`config.mk`:
```
export PLATFORM = sky130hd
export DESIGN_NAME = pipe_hazard_ctrl
export DESIGN_NICKNAME = d
export VERILOG_FILES = /design/src/rtl/pipe_hazard_ctrl.sv
export SDC_FILE = /design/constraint.sdc
export NUM_CORES = 1
export LEC_CHECK = 0
export CAP_MARGIN = 0
export CORE_UTILIZATION = 35
export CTS_CLUSTER_SIZE = 12
export DETAILED_ROUTE_END_ITERATION = 10
export PLACE_DENSITY = 0.9
export REMOVE_ABC_BUFFERS = 1
export SETUP_SLACK_MARGIN = 0.1
export SLEW_MARGIN = 10
export SYNTH_ARGS = -nofsm -noshare
export SYNTH_HDL_FRONTEND = slang
export SYNTH_SLANG_ARGS = --single-unit
```
`constraint.sdc`:
```
create_clock -name clk -period 2.5 [get_ports clk]
set_input_delay 0.25 -clock clk [delete_from_list [all_inputs] [get_ports clk]]
set_output_delay 0.25 -clock clk [all_outputs]
set_load 0.005 [all_outputs]
```
`src/rtl/pipe_hazard_ctrl.sv`:
```
// pipe_hazard_ctrl: hazard/stall controller for the 5-stage MIPS pipeline.
// Drives the PC, IF/ID and ID/EX enables and flushes, and the EX/MEM bubble.
// It handles load-use stalls and taken-branch flushes. It also sequences
// multi-cycle MULT/DIV occupancy of EX with a small FSM and a countdown counter.
// Optional build macro HAZ_PERF_CNT_EN adds saturating stall/flush event
// counters. When the macro is undefined, stall_cnt and flush_cnt read 0.
module pipe_hazard_ctrl #(
  parameter int MD_LAT = 8,   // MULT/DIV occupancy of EX in cycles (2..63)
  parameter int CNT_W  = 6    // countdown width, must hold MD_LAT-1
) (
  input  logic        clk,
  input  logic        reset,         // async, active-low
  input  logic [4:0]  id_rs,
  input  logic [4:0]  id_rt,
  input  logic        id_use_rt,
  input  logic        idex_memread,
  input  logic [4:0]  idex_rt,
  input  logic        ex_br_taken,
  input  logic        ex_md_start,
  output logic        pc_en,
  output logic        ifid_en,
  output logic        ifid_flush,
  output logic        idex_en,
  output logic        idex_flush,
  output logic        exmem_bubble,
  output logic        md_busy,
  output logic        md_done,
  output logic [31:0] stall_cnt,
  output logic [31:0] flush_cnt
);

  typedef enum logic [1:0] {
    IDLE    = 2'd0,
    MD_BUSY = 2'd1,
    MD_DONE = 2'd2
  } state_t;

  localparam logic [CNT_W-1:0] MD_LOAD = CNT_W'(MD_LAT - 1);

  state_t           state, state_nxt;
  logic [CNT_W-1:0] cnt;
  logic             lu;

  // Load-use: the load in EX writes a non-zero register that ID reads.
  assign lu = idex_memread && (idex_rt != 5'd0) &&
              ((idex_rt == id_rs) || (id_use_rt && (idex_rt == id_rt)));

  // State register; reset aborts any MULT/DIV in flight without a done pulse
  always_ff @(posedge clk or negedge reset) begin
    if (!reset) state <= IDLE;
    else        state <= state_nxt;
  end

  // Next-state: start is only honoured in IDLE, even alongside a taken branch
  always_comb begin
    state_nxt = state;
    case (state)
      IDLE:    if (ex_md_start) state_nxt = MD_BUSY;
      MD_BUSY: if (cnt == '0)   state_nxt = MD_DONE;
      MD_DONE: state_nxt = IDLE;
      default: state_nxt = IDLE;
    endcase
  end

  // Countdown: load MD_LAT-1 on start so MD_BUSY lasts exactly MD_LAT cycles; holds at 0
  always_ff @(posedge clk or negedge reset) begin
    if (!reset)                              cnt <= '0;
    else if (state == IDLE && ex_md_start)   cnt <= MD_LOAD;
    else if (state == MD_BUSY && cnt != '0)  cnt <= cnt - CNT_W'(1);
  end

  // Outputs: combinational from state and inputs in priority order; all zero in reset
  always_comb begin
    pc_en        = 1'b0;
    ifid_en      = 1'b0;
    ifid_flush   = 1'b0;
    idex_en      = 1'b0;
    idex_flush   = 1'b0;
    exmem_bubble = 1'b0;
    md_busy      = 1'b0;
    md_done      = 1'b0;
    if (reset) begin
      if (state == MD_BUSY) begin
        // EX is occupied: freeze the front end and bubble EX/MEM.
        exmem_bubble = 1'b1;
        md_busy      = 1'b1;
      end else begin
        pc_en   = 1'b1;
        ifid_en = 1'b1;
        idex_en = 1'b1;
        md_done = (state == MD_DONE);
        if (ex_br_taken) begin
          // The instruction in ID is on the wrong path, so a load-use hit there is moot.
          ifid_flush = 1'b1;
          idex_flush = 1'b1;
        end else if (lu) begin
          pc_en      = 1'b0;
          ifid_en    = 1'b0;
          idex_flush = 1'b1;
        end
      end
    end
  end

`ifdef HAZ_PERF_CNT_EN
  // Stall-cycle counter, saturating; reset cycles are not counted
  always_ff @(posedge clk or negedge reset) begin
    if (!reset)                            stall_cnt <= '0;
    else if (!pc_en && stall_cnt != '1)    stall_cnt <= stall_cnt + 32'd1;
  end

  // Flush-event counter, saturating
  always_ff @(posedge clk or negedge reset) begin
    if (!reset)                            flush_cnt <= '0;
    else if (ifid_flush && flush_cnt != '1) flush_cnt <= flush_cnt + 32'd1;
  end
`else
  assign stall_cnt = 32'd0;
  assign flush_cnt = 32'd0;
`endif

endmodule
```
# ---- Yosys cells after proc, flatten, opt, wreduce, memory -nomap -nowiden
# Index checks and enable logic that the tools add are counted.
dict set report word_totals {
  rom_bits 0
  ff_bits 8
  ram_bits 0
  latch_bits 0
  input_bits 21
  out_inout_bits 72
  wordCells 43
  n_memories 0
}
dict set report op_classes {
  shifts 0
  n_eq_ne 6
  bitwise 0
  mul 0
  order_cmp 0
  n_addsub 1
  n_reduce_logical 12
  n_mux 22
  n_div 0
}
# operator n
set op_table {}
lappend op_table {{two-way mux 1 bit} 17}
lappend op_table {{two-way mux 6 bit} 2}
lappend op_table {{equality test 5 bit} 2}
lappend op_table {{logical NOT 6 bit} 1}
lappend op_table {{nonzero test 6 bit} 1}
lappend op_table {{subtractor 6 x 1 -> 6 bit, second input constant} 1}
lappend op_table {{logical AND 1 bit} 5}
lappend op_table {{nonzero test 5 bit} 1}
lappend op_table {{two-way mux 2 bit} 2}
lappend op_table {{inequality test 2 bit, second input constant} 2}
lappend op_table {{case mux 2 bit (2 select lines)} 1}
lappend op_table {{equality test 2 x 1 -> 1 bit, second input constant} 1}
lappend op_table {{equality test 2 bit, second input constant} 1}
lappend op_table {{logical NOT 2 bit} 1}
lappend op_table {{AND reduction 2 bit} 1}
lappend op_table {{nonzero test 2 bit} 1}
lappend op_table {{logical OR 1 bit} 1}

# ---- Logic depth before layout (Yosys ltp)
dict set report logic_depth {
  depth_word 8
  depth_mapped 6
  mapped_depth_nobuf 6
}

# ---- Worst setup path after synthesis
# No wires, ideal clock.
dict set report synth_timing {
  path_type {register -> register}
  start {reg cnt[0]}
  end {reg cnt[4]}
  setup_ps 128
  path_buffers 0
  required_time_ps 2372
  arrival_ps 1474
  stages_incl_launch_ff 7
  synth_period_minus_slack_ps 1603
  slack_ps 897
  cell_sequence {dfrtp_1 -> inv_1 -> ha_1 -> nor4b_4 -> a21o_1 -> or4_1 -> mux2i_1}
}
dict set report synth_via {
  elab_chain_len 3
  word_cells_on_any_way 6
  classes_between {add/sub (1); mux (2); reduce/logical (3)}
}
# item line
set synth_rtl {}
lappend synth_rtl {{from (decl)} 41} ;# logic [CNT_W-1:0] cnt;
lappend synth_rtl {{from (signal assigned)} 69} ;# else if (state == MD_BUSY && cnt != '0) cnt <= cnt - CNT_W'(1);
lappend synth_rtl {{subtractor 6 x 1 -> 6 bit / nonzero test 6 bit (equally long branches)} 69}
lappend synth_rtl {{two-way mux 6 bit / logical AND 1 bit (equally long branches)} 69}
lappend synth_rtl {{two-way mux 6 bit / nonzero test 2 bit (equally long branches)} n/a}
# Several ways; a longest one is shown, not always the timed one. The select of a mux whose other input is x is not followed.
# A chain may end at the register's enable or synchronous reset.

# ---- Worst setup path in the final report
dict set report layout_timing {
  start {in idex_rt[3]}
  end {out pc_en}
}
dict set report layout_via {
  elab_chain_len 8
  word_cells_on_any_way 11
  classes_between {eq/ne (2); mux (4); reduce/logical (5)}
}
# item line
set layout_rtl {}
lappend layout_rtl {{from (decl)} 17} ;# input logic [4:0] idex_rt,
lappend layout_rtl {{equality test 5 bit} 46} ;# ((idex_rt == id_rs) || (id_use_rt && (idex_rt == id_rt)));
lappend layout_rtl {{logical AND 1 bit} 46}
lappend layout_rtl {{logical OR 1 bit} 46}
lappend layout_rtl {{logical AND 1 bit *} 45} ;# assign lu = idex_memread && (idex_rt != 5'd0) &&
lappend layout_rtl {{two-way mux 1 bit *} 96} ;# end else if (lu) begin
lappend layout_rtl {{two-way mux 1 bit *} 92} ;# if (ex_br_taken) begin
lappend layout_rtl {{two-way mux 1 bit *} 83} ;# if (state == MD_BUSY) begin
lappend layout_rtl {{two-way mux 1 bit *} 82} ;# if (reset) begin
lappend layout_rtl {{to (decl)} 20} ;# output logic pc_en,
# Every way passes the cells marked *; elsewhere a longest branch is shown, timed or not.

==> flow_summary.html <==
<table>
<tr><th>Metric</th><th>Value</th></tr>
<tr><th colspan="2">Floorplanning</th></tr>
<tr><td>Die outline height</td><td>58.2 um</td></tr>
<tr><td>Die outline width</td><td>between 50 and 60 um</td></tr>
<tr><td>Initial standard-cell utilization of the core</td><td>36.4%</td></tr>
<tr><td>Number of top-level pins</td><td>between 90 and 100</td></tr>
<tr><td>Floorplan Core Area</td><td>3030 sq um</td></tr>
<tr><td>Site Rows</td><td>20</td></tr>
<tr><td>Total Die Area</td><td>3380 sq um</td></tr>
<tr><th colspan="2">Hold path</th></tr>
<tr><td>Path type of the worst min-delay path</td><td>input port to asynchronous set/reset pin</td></tr>
<tr><th colspan="2">Global routing</th></tr>
<tr><td>Largest net degree at the start of global routing</td><td>8</td></tr>
<tr><td>Via count of the first global-routing pass</td><td>589</td></tr>
<tr><td>First-pass GRT wire length</td><td>2.39 mm</td></tr>
<tr><td>Antenna violations before repair</td><td>0</td></tr>
<tr><td>Total congestion overflow after global routing</td><td>0</td></tr>
<tr><td>GRT Total Usage</td><td>under 10%</td></tr>
<tr><th colspan="2">Yosys</th></tr>
<tr><td>Proportion of synthesized flip-flops having asynchronous set or reset</td><td>between 90% and 100%</td></tr>
<tr><td>Unique masters post-synth</td><td>28</td></tr>
<tr><td>Fraction of the yosys area taken by sequential cells</td><td>a little under a fifth</td></tr>
<tr><td>Top cell type's share of synthesized area</td><td>44.9%</td></tr>
<tr><td>Most used DFF post-synth</td><td>sky130_fd_sc_hd__dfrtp_1</td></tr>
<tr><td>Area of the mapped netlist</td><td>1100 sq um</td></tr>
<tr><td>Number of enable flip-flop cells after synthesis</td><td>0</td></tr>
<tr><td>Flop and latch count out of synthesis</td><td>8</td></tr>
<tr><td>Top post-synthesis cells by count</td><td>sky130_fd_sc_hd__buf_4, sky130_fd_sc_hd__xor2_1, sky130_fd_sc_hd__dfrtp_1, sky130_fd_sc_hd__nand2_1, sky130_fd_sc_hd__nor2_1</td></tr>
<tr><td>Post-synthesis cell type with the largest combined area</td><td>sky130_fd_sc_hd__buf_4</td></tr>
<tr><td>Synth area leaders</td><td>sky130_fd_sc_hd__buf_4, sky130_fd_sc_hd__dfrtp_1, sky130_fd_sc_hd__xor2_1</td></tr>
<tr><td>Post-synthesis area per instance</td><td>8.24 sq um</td></tr>
<tr><td>Syn Inst Count</td><td>~130</td></tr>
<tr><td>Total number of yosys warnings</td><td>0</td></tr>
<tr><td>Library cell with the highest instance count after synthesis</td><td>sky130_fd_sc_hd__buf_4</td></tr>
<tr><th colspan="2">Pwr</th></tr>
<tr><td>Int Pwr</td><td>456 uW</td></tr>
<tr><td>Worst VDD drop</td><td>0.188 mV</td></tr>
<tr><td>Part of the total power dissipated in combinational logic</td><td>54.3%</td></tr>
<tr><td>Proportion of power drawn by flip-flops and latches</td><td>32.3%</td></tr>
<tr><td>Reported net switching power</td><td>304 uW</td></tr>
<tr><td>Reported leakage power</td><td>around 0.00067 uW</td></tr>
<tr><td>PnR Total Power</td><td>760 uW</td></tr>
<tr><td>Power share of the clock group</td><td>13.3%</td></tr>
<tr><td>Sw frac</td><td>40.0%</td></tr>
<tr><td>PwrDens</td><td>617 nW/um^2</td></tr>
<tr><th colspan="2">STA</th></tr>
<tr><td>Final Setup Violations</td><td>0</td></tr>
<tr><td>Fin. Hold Viols</td><td>0</td></tr>
<tr><td>Fmax achieved</td><td>between 400 and 500 MHz</td></tr>
<tr><td>Skew final</td><td>0.669 ps</td></tr>
<tr><td>Setup repair after global routing missed its margin</td><td>no</td></tr>
<tr><td>Final sum of negative setup slack</td><td>0 ps</td></tr>
<tr><td>Final cycle utilization of the critical path</td><td>91.6%</td></tr>
<tr><td>Shortest period the worst path allows</td><td>2290 ps</td></tr>
<tr><td>WHS</td><td>196 ps</td></tr>
<tr><td>Pins over their slew limit</td><td>0</td></tr>
<tr><th colspan="2">Setup path</th></tr>
<tr><td>Critical path destination</td><td>pc_en</td></tr>
<tr><td>Crit path launch</td><td>idex_rt[3]</td></tr>
<tr><td>Terminus of the critical flop-to-flop path</td><td>cnt[4]</td></tr>
<tr><td>Depth of the worst register-to-register path</td><td>6</td></tr>
<tr><td>Highest net fanout along the worst path</td><td>3</td></tr>
<tr><td>R2r setup slk</td><td>750 ps</td></tr>
<tr><td>Startpoint Class</td><td>input port</td></tr>
<tr><td>Beginning of the worst register-to-register path</td><td>cnt[0]</td></tr>
<tr><td>Class of the most critical setup path</td><td>input port to output port</td></tr>
<tr><td>Arrival time of data at the critical path endpoint</td><td>slightly above 2000 ps</td></tr>
<tr><td>Worst endpoint required time</td><td>2250 ps</td></tr>
<tr><td>Critical Path End Type</td><td>output port</td></tr>
<tr><th colspan="2">Clock tree</th></tr>
<tr><td>Clk slew on worst S/H paths</td><td>around 60 ps</td></tr>
<tr><td>Worst skew pair latency</td><td>250 ps</td></tr>
<tr><td>Sinks on the clock net</td><td>8</td></tr>
<tr><td>TritonCTS buffer count</td><td>3</td></tr>
<tr><td>Longest Clk Path Bufs</td><td>2</td></tr>
<tr><td>Hold_buf cts</td><td>0</td></tr>
<tr><td>Clock tree root driver cell</td><td>sky130_fd_sc_hd__clkbuf_4</td></tr>
<tr><td>H-tree levels</td><td>1</td></tr>
<tr><td>CTS tree</td><td>built</td></tr>
<tr><th colspan="2">Placement</th></tr>
<tr><td>Dpl hpwl</td><td>about 1.4 mm</td></tr>
<tr><td>Count of buffers from port buffering</td><td>28</td></tr>
<tr><td>Routability cong.</td><td>between 0.8 and 0.9</td></tr>
<tr><th colspan="2">Final layout</th></tr>
<tr><td>ANT cells</td><td>0</td></tr>
<tr><td>Share of post-route cells with drive strength above 1</td><td>6.67%</td></tr>
<tr><td>Area growth, synth to finish</td><td>11.7%</td></tr>
<tr><td>Filler cell count</td><td>322</td></tr>
<tr><td>Post-layout nets</td><td>190</td></tr>
<tr><th colspan="2">Detailed routing</th></tr>
<tr><td>DRC violation count after routing</td><td>0</td></tr>
<tr><td>Via-to-Cell Ratio</td><td>approximately 3.5</td></tr>
<tr><td>Remaining number of nets flagged by the antenna check after routing</td><td>0</td></tr>
<tr><td>Average wire length per cell after detail routing</td><td>a little under 8 um</td></tr>
<tr><td>Post-Route WL</td><td>about 1.7 mm</td></tr>
<tr><td>First-pass DRT Iterations</td><td>4</td></tr>
<tr><td>Violation count after the first detailed-route iteration</td><td>11</td></tr>
<tr><td>Routed vias</td><td>737</td></tr>
<tr><th colspan="2">Job</th></tr>
<tr><td>Number of max-capacitance violations reported</td><td>0</td></tr>
<tr><th colspan="2">Outcome</th></tr>
<tr><td>Result of the run</td><td>complete, no violations</td></tr>
</table>
==> stage by stage <==
step	util (%)	cells	setup slack, ps	instance area, sq um
2_1_floorplan	-	131	897	845
3_3_place_gp	39.5	205	105	1190
3_5_place_dp	39.5	205	128	1190
4_1_cts	40.2	208	114	1220
5_1_grt	40.7	209	127	1230
6_report	40.7	209	211	1230
==> worst min-delay path by stage <==
stage / start / end / slack [ps] / cells past startpoint
final: reset / state[1] / 200 / 1
after global routing: reset / state[1] / 190 / 1
after detailed placement: reset / state[1] / 470 / 1
after CTS: reset / state[1] / 190 / 1
after global placement: reset / state[1] / 470 / 1
after floorplan: reset / cnt[0] / -50 / 0
==> cell type report <==
| type | count | area, sq um | area share (%) |
|---|---|---|---|
| clock buffers | 3 | 22.5 | 1.83 |
| inverters | 7 | 26.3 | 2.13 |
| multi-input cells | 116 | 618 | 50.2 |
| flip-flops and latches | 8 | 200 | 16.2 |
| well taps | 44 | 55.1 | 4.47 |
| repair buffers | 31 | 310 | 25.2 |
==> cell usage in the layout, fill, tap and decap left out, types with 2 or more instances in the layout <==
| cell type | n |
|---|---|
| sky130_fd_sc_hd__nor2_1 | 8 |
| sky130_fd_sc_hd__conb_1 | 64 |
| sky130_fd_sc_hd__dfrtp_1 | 8 |
| sky130_fd_sc_hd__nor3b_1 | 2 |
| sky130_fd_sc_hd__buf_4 | 3 |
| sky130_fd_sc_hd__xor2_1 | 9 |
| sky130_fd_sc_hd__clkbuf_4 | 3 |
| sky130_fd_sc_hd__xnor2_1 | 3 |
| sky130_fd_sc_hd__inv_1 | 6 |
| sky130_fd_sc_hd__clkdlybuf4s50_1 | 25 |
| sky130_fd_sc_hd__nor3_1 | 2 |
| sky130_fd_sc_hd__ha_1 | 2 |
| sky130_fd_sc_hd__dlymetal6s2s_1 | 3 |
| sky130_fd_sc_hd__nand2_1 | 8 |
| sky130_fd_sc_hd__or4_1 | 2 |
==> power groups by stage <==
stage	Sequential, uW	Clock [uW]	Combinational, uW
4_1_cts	245	108	417
3_3_place_gp	243	0	399
3_5_place_dp	246	0	413
2_1_floorplan	235	0	275
5_1_grt	255	112	466
6_report	246	101	413
==> metal layers <==
layer | up-vias | share of wire, % | global-route usage [%]
li1 | 364 | - | -
met1 | 335 | 35 | 8.73
met2 | 38 | 57 | 17.7
met3 | 0 | 7.8 | 2.90
met4 | 0 | 0 | 5.10
met5 | - | 0 | 0
==> critical path, stage by stage <==
cell	delay, ps
sky130_fd_sc_hd__clkdlybuf4s50_1	470
sky130_fd_sc_hd__xor2_1	180
sky130_fd_sc_hd__nor4_1	230
sky130_fd_sc_hd__a32oi_1	160
sky130_fd_sc_hd__o31a_1	310
sky130_fd_sc_hd__clkdlybuf4s50_1	440
==> sequential cells by signal, summed over array words and instances (netlist names) <==
register / cells
state: 2
cnt: 6
==> logic make-up (layout without fill, tap and decap cells) <==
logic type / count (synthesis) / count (layout) / synth area share [%]
buffers and inverters: 73 / 41 / 47.3
multiplexers: 1 / 1 / 0.907
flip-flops: 8 / 8 / 18.1
XOR/XNOR: 12 / 12 / 9.52
other: 1 / 64 / 0.340
AO/OA/AOI/OAI: 9 / 9 / 5.78
AND/OR/NAND/NOR: 28 / 28 / 15.8
adder cells (fa/ha/maj): 2 / 2 / 2.27
==> what timing repair did <==
item	CTS	global route
endpoints found under the hold margin	0	0
endpoints found under the setup margin	0	3
buffers inserted	0	1
gates resized for setup	0	4
Power figures use the tool's default switching activity.
